--- config.mk ---
export PLATFORM = sky130hd
export DESIGN_NAME = gpu_sm_copyvc_mem
export DESIGN_NICKNAME = d
export VERILOG_FILES = /design/src/rtl/gpu_sm_copyvc_mem_pkg.sv /design/src/rtl/gpu_vc_pixel_packer.sv /design/src/rtl/gpu_sm_copyvc_mem.sv
export SDC_FILE = /design/constraint.sdc
export NUM_CORES = 1
export LEC_CHECK = 0
export ABC_CLOCK_PERIOD_IN_PS = 9850
export CORE_MARGIN = 2
export CORE_UTILIZATION = 40
export DETAILED_ROUTE_END_ITERATION = 10
export DONT_BUFFER_PORTS = 1
export SLEW_MARGIN = 15
export SYNTH_ARGS = -nofsm -noshare
export SYNTH_HDL_FRONTEND = slang
export SYNTH_HIERARCHICAL = 1
export SYNTH_SLANG_ARGS = --single-unit
--- constraint.sdc ---
create_clock -name i_clk -period 9.85 [get_ports i_clk]
set_input_delay 0.985 -clock i_clk [delete_from_list [all_inputs] [get_ports i_clk]]
set_output_delay 0.985 -clock i_clk [all_outputs]
set_load 0.005 [all_outputs]
--- src/rtl/gpu_sm_copyvc_mem_pkg.sv ---
// gpu_sm_copyvc_mem_pkg: shared GPU types and constants for the VRAM-to-CPU copy engine
package gpu_sm_copyvc_mem_pkg;
  typedef enum logic [2:0] {IDLE, REQ, WAIT, EMIT, FLUSH} copyVcState_t;
  localparam int VRAM_WIDTH = 1024;
  localparam int VRAM_HEIGHT = 512;
  localparam int VRAM_BLOCK_PIX = 16;
  localparam logic [1:0] CMD_8B = 2'd0;
  localparam logic [1:0] CMD_32B = 2'd1;
endpackage

--- src/rtl/gpu_vc_pixel_packer.sv ---
// gpu_vc_pixel_packer: pairs 16-bit pixels into 32-bit FIFO words, stalls on FIFO full, pads a trailing odd pixel
// Ports: i_clk, i_rst (async, active-high); i_clear restarts pairing; i_pixValid/i_pix offer a pixel;
// i_flush requests the pad push; i_fifoFull stalls; o_canAccept says the offered pixel is taken this cycle;
// o_pairHalf flags a held low pixel; o_write/o_data drive the output FIFO ({newer, older}).
module gpu_vc_pixel_packer (
  input  logic        i_clk,
  input  logic        i_rst,
  input  logic        i_clear,
  input  logic        i_pixValid,
  input  logic [15:0] i_pix,
  input  logic        i_flush,
  input  logic        i_fifoFull,
  output logic        o_canAccept,
  output logic        o_pairHalf,
  output logic        o_write,
  output logic [31:0] o_data
);
  logic pairHalf;
  logic [15:0] lo;
  assign o_pairHalf = pairHalf;
  assign o_canAccept = !pairHalf || !i_fifoFull;
  assign o_write = pairHalf && !i_fifoFull && (i_pixValid || i_flush);
  assign o_data = i_flush ? {16'h0000, lo} : {i_pix, lo};
  always_ff @(posedge i_clk or posedge i_rst) begin
    if (i_rst) begin
      pairHalf <= 1'b0;
      lo <= '0;
    end else if (i_clear) begin
      pairHalf <= 1'b0;
    end else if (i_pixValid && o_canAccept) begin
      pairHalf <= !pairHalf;
      if (!pairHalf) lo <= i_pix;
    end else if (i_flush && o_write) begin
      pairHalf <= 1'b0;
    end
  end
endmodule

--- src/rtl/gpu_sm_copyvc_mem.sv ---
// gpu_sm_copyvc_mem: VRAM-to-CPU copy engine reading 32-byte blocks and streaming pixel pairs to GPUREAD
// Ports: i_clk, i_rst (async, active-high); i_activateCopyVC start pulse; o_active / o_CopyInactiveNextCycle status;
// RegX0/RegY0/RegSizeW/RegSizeH rectangle; o_command/i_busy/o_commandSize/o_write/o_adr/o_subadr DDR command;
// i_dataIn/i_dataInValid read return; i_outFifoFull/o_outFifoWrite/o_outFifoData output FIFO.
// Optional macro GPU_COPYVC_PREFETCH_EN: second block buffer, next read issued during EMIT.
module gpu_sm_copyvc_mem
  import gpu_sm_copyvc_mem_pkg::*;
#(
  parameter int ADR_W = 15,
  parameter int BLOCK_PIX = VRAM_BLOCK_PIX
) (
  input  logic             i_clk,
  input  logic             i_rst,
  input  logic             i_activateCopyVC,
  output logic             o_CopyInactiveNextCycle,
  output logic             o_active,
  input  logic [11:0]      RegX0,
  input  logic [11:0]      RegY0,
  input  logic [10:0]      RegSizeW,
  input  logic [9:0]       RegSizeH,
  output logic             o_command,
  input  logic             i_busy,
  output logic [1:0]       o_commandSize,
  output logic             o_write,
  output logic [ADR_W-1:0] o_adr,
  output logic [2:0]       o_subadr,
  input  logic [255:0]     i_dataIn,
  input  logic             i_dataInValid,
  input  logic             i_outFifoFull,
  output logic             o_outFifoWrite,
  output logic [31:0]      o_outFifoData
);
  copyVcState_t state, nextState;
  logic [9:0] x0, cx, nextCx, rowsLeft;
  logic [8:0] cy;
  logic [10:0] w, rowLeft, wEff;
  logic [9:0] hEff;
  logic [3:0] idx;
  logic [255:0] blk;
  logic [15:0] pix;
  logic canAccept, pairHalf, adv, rowDone, lastRow, blkDone, blockEnd, flushDone, loadNext, toWait;
  logic unusedBits;
  assign unusedBits = ^{RegX0[11:10], RegY0[11:9]};
  assign wEff = RegSizeW == 11'd0 ? 11'(VRAM_WIDTH) : RegSizeW;
  assign hEff = RegSizeH == 10'd0 ? 10'(VRAM_HEIGHT) : RegSizeH;
  assign pix = blk[{idx, 4'b0000} +: 16];
  assign adv = state == EMIT && canAccept;
  assign rowDone = rowLeft == 11'd1;
  assign lastRow = rowsLeft == 10'd1;
  assign blkDone = idx == 4'(BLOCK_PIX - 1);
  // a block ends at its last pixel or at a row end that is not the final row
  assign blockEnd = adv && (rowDone ? !lastRow : blkDone);
  assign nextCx = rowDone ? x0 : cx + 10'd1;
  assign flushDone = !pairHalf || !i_outFifoFull;
  assign o_active = state != IDLE;
  assign o_CopyInactiveNextCycle = state == FLUSH && flushDone;
  assign o_commandSize = CMD_32B;
  assign o_write = 1'b0;
  assign o_subadr = 3'd0;
`ifdef GPU_COPYVC_PREFETCH_EN
  logic [255:0] nxt;
  logic pfIssued, pfValid, pfPending, pfReady, rowEndHere, hasNext, cmdAccept;
  logic [14:0] pfAdr;
  // the rest of the current row fits inside this block
  assign rowEndHere = rowLeft <= 11'(BLOCK_PIX) - 11'(idx);
  assign hasNext = !(rowEndHere && lastRow);
  assign pfAdr = rowEndHere ? {cy + 9'd1, x0[9:4]} : {cy, cx[9:4] + 6'd1};
  assign o_command = state == REQ || (state == EMIT && hasNext && !pfIssued);
  assign o_adr = ADR_W'(state == EMIT ? pfAdr : {cy, cx[9:4]});
  assign cmdAccept = o_command && !i_busy;
  assign pfPending = pfIssued || (state == EMIT && cmdAccept);
  assign pfReady = pfValid || (pfPending && i_dataInValid);
  assign loadNext = blockEnd && pfReady;
  assign toWait = pfPending;
`else
  assign o_command = state == REQ;
  assign o_adr = ADR_W'({cy, cx[9:4]});
  assign loadNext = 1'b0;
  assign toWait = 1'b0;
`endif
  always_ff @(posedge i_clk or posedge i_rst) begin
    if (i_rst) state <= IDLE;
    else state <= nextState;
  end
  always_comb begin
    nextState = state;
    case (state)
      IDLE: nextState = i_activateCopyVC ? REQ : IDLE;
      REQ: nextState = i_busy ? REQ : WAIT;
      WAIT: nextState = i_dataInValid ? EMIT : WAIT;
      EMIT:
        if (adv && rowDone && lastRow) nextState = FLUSH;
        else if (blockEnd) nextState = loadNext ? EMIT : (toWait ? WAIT : REQ);
      FLUSH: nextState = flushDone ? IDLE : FLUSH;
      default: nextState = IDLE;
    endcase
  end
  always_ff @(posedge i_clk or posedge i_rst) begin
    if (i_rst) begin
      x0 <= '0;
      w <= '0;
      cx <= '0;
      cy <= '0;
      rowLeft <= '0;
      rowsLeft <= '0;
      idx <= '0;
      blk <= '0;
`ifdef GPU_COPYVC_PREFETCH_EN
      nxt <= '0;
      pfIssued <= 1'b0;
      pfValid <= 1'b0;
`endif
    end else begin
      if (state == IDLE && i_activateCopyVC) begin
        x0 <= RegX0[9:0];
        w <= wEff;
        cx <= RegX0[9:0];
        cy <= RegY0[8:0];
        rowLeft <= wEff;
        rowsLeft <= hEff;
      end
      if (state == WAIT && i_dataInValid) begin
        blk <= i_dataIn;
        idx <= cx[3:0];
      end
      if (adv) begin
        cx <= nextCx;
        idx <= idx + 4'd1;
        rowLeft <= rowDone ? w : rowLeft - 11'd1;
        if (rowDone) begin
          cy <= cy + 9'd1;
          rowsLeft <= rowsLeft - 10'd1;
        end
      end
`ifdef GPU_COPYVC_PREFETCH_EN
      if (loadNext) begin
        blk <= pfValid ? nxt : i_dataIn;
        idx <= nextCx[3:0];
      end
      if (blockEnd) begin
        pfIssued <= 1'b0;
        pfValid <= 1'b0;
      end else if (state == EMIT) begin
        if (cmdAccept) pfIssued <= 1'b1;
        if (pfPending && !pfValid && i_dataInValid) begin
          nxt <= i_dataIn;
          pfValid <= 1'b1;
        end
      end
`endif
    end
  end
  gpu_vc_pixel_packer packer (
    .i_clk(i_clk),
    .i_rst(i_rst),
    .i_clear(state == IDLE && i_activateCopyVC),
    .i_pixValid(state == EMIT),
    .i_pix(pix),
    .i_flush(state == FLUSH),
    .i_fifoFull(i_outFifoFull),
    .o_canAccept(canAccept),
    .o_pairHalf(pairHalf),
    .o_write(o_outFifoWrite),
    .o_data(o_outFifoData)
  );
endmodule

==> flow_summary.toml <==
[logic_synthesis]
synth_simple_gate_area_frac = 0.2488
muxShareOfSynthArea = 0.1235
yosysTopAreaCellShare = 0.5290
synthesis.instances = 1706
async_flop_share = 1.000
synth_xor_area_frac = 0.0005430
synth_seq_area_share = 0.5290
syn_area_per_cell_um2 = 9.455
synth_compound_area_frac = 0.05577
synth_most_common_cell = "nand2_1"
ys_ff_latch = 341
synthDistinctLibCells = 65
synth_commonest_cells = "nand2_1, dfrtp_1, mux4_2, clkbuf_1, nor2_1"
synth_top_family_by_area = "simple AND/OR/NAND/NOR gates"
synthAdderAreaFrac = 0.005430
synth_warnings = 6
synth.largest_area_cell = "dfrtp_1"
synth_edf_count = 0
syn-cell-area_um2 = 16130
synthTopCellsByArea = "dfrtp_1, nand2_1, mux4_2"
ys.flop_type = "dfrtp_1"

[finish]
drive_gt1_frac = 0.1134
fin_area_um2 = 17720
fillers = 3834
fin_nets = 1973
syn_to_final_growth_pct = 9.882
finalCoreUtilization = 0.4461

[floorplanning]
start_util = 0.4060
dieArea_um2 = 41950
die_h_um = 204.8
coreArea_um2 = 39730
num_rows = 73
dieWidth_um = 204.8
io_pins = 364

[setup_path]
path_max_fanout = 41
cp.arrival_ns = 3.67
start_kind = "flip-flop"
worstSetupPathType = "flip-flop to primary output"
cp-end-kind = "primary output"
worstPathRequired_ns = 8.87

[drt]
vias = 11870
first_pass_iters = 5
drt_iter0_drc = 756
ant_nets = 0
drc = 0
drt_wl_total_um = 46980
via_per_inst = 5.367
wl_per_cell_um = 21.24

[timing]
clock.fmax_mhz = 214.7
final_hold_viol_count = 0
setup_tns_ns = 0
maxSlewHeadroom = 0.2720
final-setup-viol-count = 0
maxSlewViolCount = 0
min_period_ns = 4.658
tightest_slew_ns = 1.092
period_share = 0.4729
finClkSkew_ns = 0.01803
rsz0062_at_grt = "no"

[placed_design]
dp_hpwl_um = 32910
gp_congestion = 0.8186
io_buffers = 0
placed_cell_area_um2 = 16480

[clock_network]
insertion_delay_ns = 0.55
cts_max_level = 2
cts.repair.resized = 0
post_cts_buffers = 0
clk_path_buf_depth = 3
clkTransAtPathRegs_ns = 0.06
cts_buffers = 39
cts_tree = "done"
postCtsHoldBufs = 0
clock-sinks = 341
cts-root-buf = "clkbuf_16"

[power_and_ir_drop]
ir_drop_uv = 220.2
power.density_nw_per_um2 = 364.4
p_total_mw = 6.459
p_leak_nw = 8.664

[hold_path]
min_path_type = "flip-flop to flip-flop"

[global_route]
antenna_found_initial = 5
grt_max_degree = 185
groute.usage.overall = 0.2267
grt_overflow_total = 0
grt_pass1_vias = 12050
grt_pass1_wl_um = 71280

[job]
drv_cap = 0

[status]
status = "finished clean"
[cells in the final DEF, fill, tap and decap left out, types with 3 or more instances in the layout]
master	count
buf_4	18
clkinv_2	5
o211ai_1	7
nor2b_1	20
inv_6	4
dfrtp_1	339
clkbuf_8	8
nor3_1	6
a311oi_1	9
conb_1	6
nand2b_1	4
o31ai_1	3
nand2_1	871
nor4_1	6
a31oi_1	4
inv_1	14
mux2_2	16
nand3_1	13
a21o_1	6
a211oi_1	13
o22ai_1	4
a21oi_1	24
or3_1	5
ha_1	7
nor2_1	38
nand4_1	5
clkbuf_16	39
clkbuf_1	8
a211o_1	8
mux4_2	80
a22oi_1	11
o21ai_0	30
or2_2	4
and3_1	6
[cells by family after synthesis]
logic type / after synthesis
adder cells (fa/ha/maj): 7
XOR/XNOR: 1
flip-flops: 341
multiplexers: 97
buffers and inverters: 127
other: 2
AND/OR/NAND/NOR: 996
AO/OA/AOI/OAI: 135
[power by group]
group | switching (mW) | internal, mW
Sequential | 0.495 | 2.06
Clock | 0.593 | 0.843
Combinational | 1.37 | 1.10
[area by class of cell]
cell class | instances | area (um^2) | share of cell area
sequential | 341 | 8541 | 0.4819
antenna | 2 | 5.005 | 0.0002824
tap | 525 | 656.9 | 0.03706
clock inverter | 12 | 127.6 | 0.007200
multi-input combinational | 1242 | 7059 | 0.3983
timing repair buffer | 19 | 155.1 | 0.008753
inverter | 16 | 63.81 | 0.003600
clock buffer | 55 | 1116 | 0.06297
[registers in the layout, summed over array words and instances, names as in the netlist]
signal	cells
rowsLeft	10
idx	4
cx	10
rowLeft	11
x0	10
packer/o_pairHalf	1
cy	9
w	11
state	3
packer/lo	16
blk	256
[final timing paths]
kind | to | slack, ns | start | cells past startpoint
hold reg to reg | blk[168] | 0.47 | blk[168] | 2
min in group asynchronous | packer/o_pairHalf | 0.58 | i_rst | 1
max in group asynchronous | blk[130] | 7.58 | i_rst | 3
hold / removal | blk[168] | 0.47 | blk[168] | 2
setup / recovery | o_outFifoData[31] | 5.19 | idx[0] | 4
setup reg to reg | packer/lo[15] | 6.50 | idx[0] | 4
[metal layers]
layer  up-vias  track usage  share of wire
li1       5540            -              -
met1      5854       0.3020           0.42
met2       387       0.3507           0.46
met3        88      0.05791          0.076
met4         2      0.09912          0.040
met5         -            0        0.00017
[worst max-delay path, cell delays in order, from the launching register on]
cell	delay, ns
dfrtp_4	0.80
buf_4	0.79
mux4_2	0.70
mux4_2	0.56
nor2b_1	0.18
[per-stage QoR]
step                setup slack (ns)  hold WS (ns)  std cells
floorplan                      4.542        0.4403       1710
global placement               5.701        0.4533       2143
detailed placement             5.681        0.4565       2143
CTS                            5.076        0.4719       2210
global route                   4.936        0.4877       2212
finish                         5.192        0.4674       2212
No activity file was read; power rests on OpenSTA's default activity.
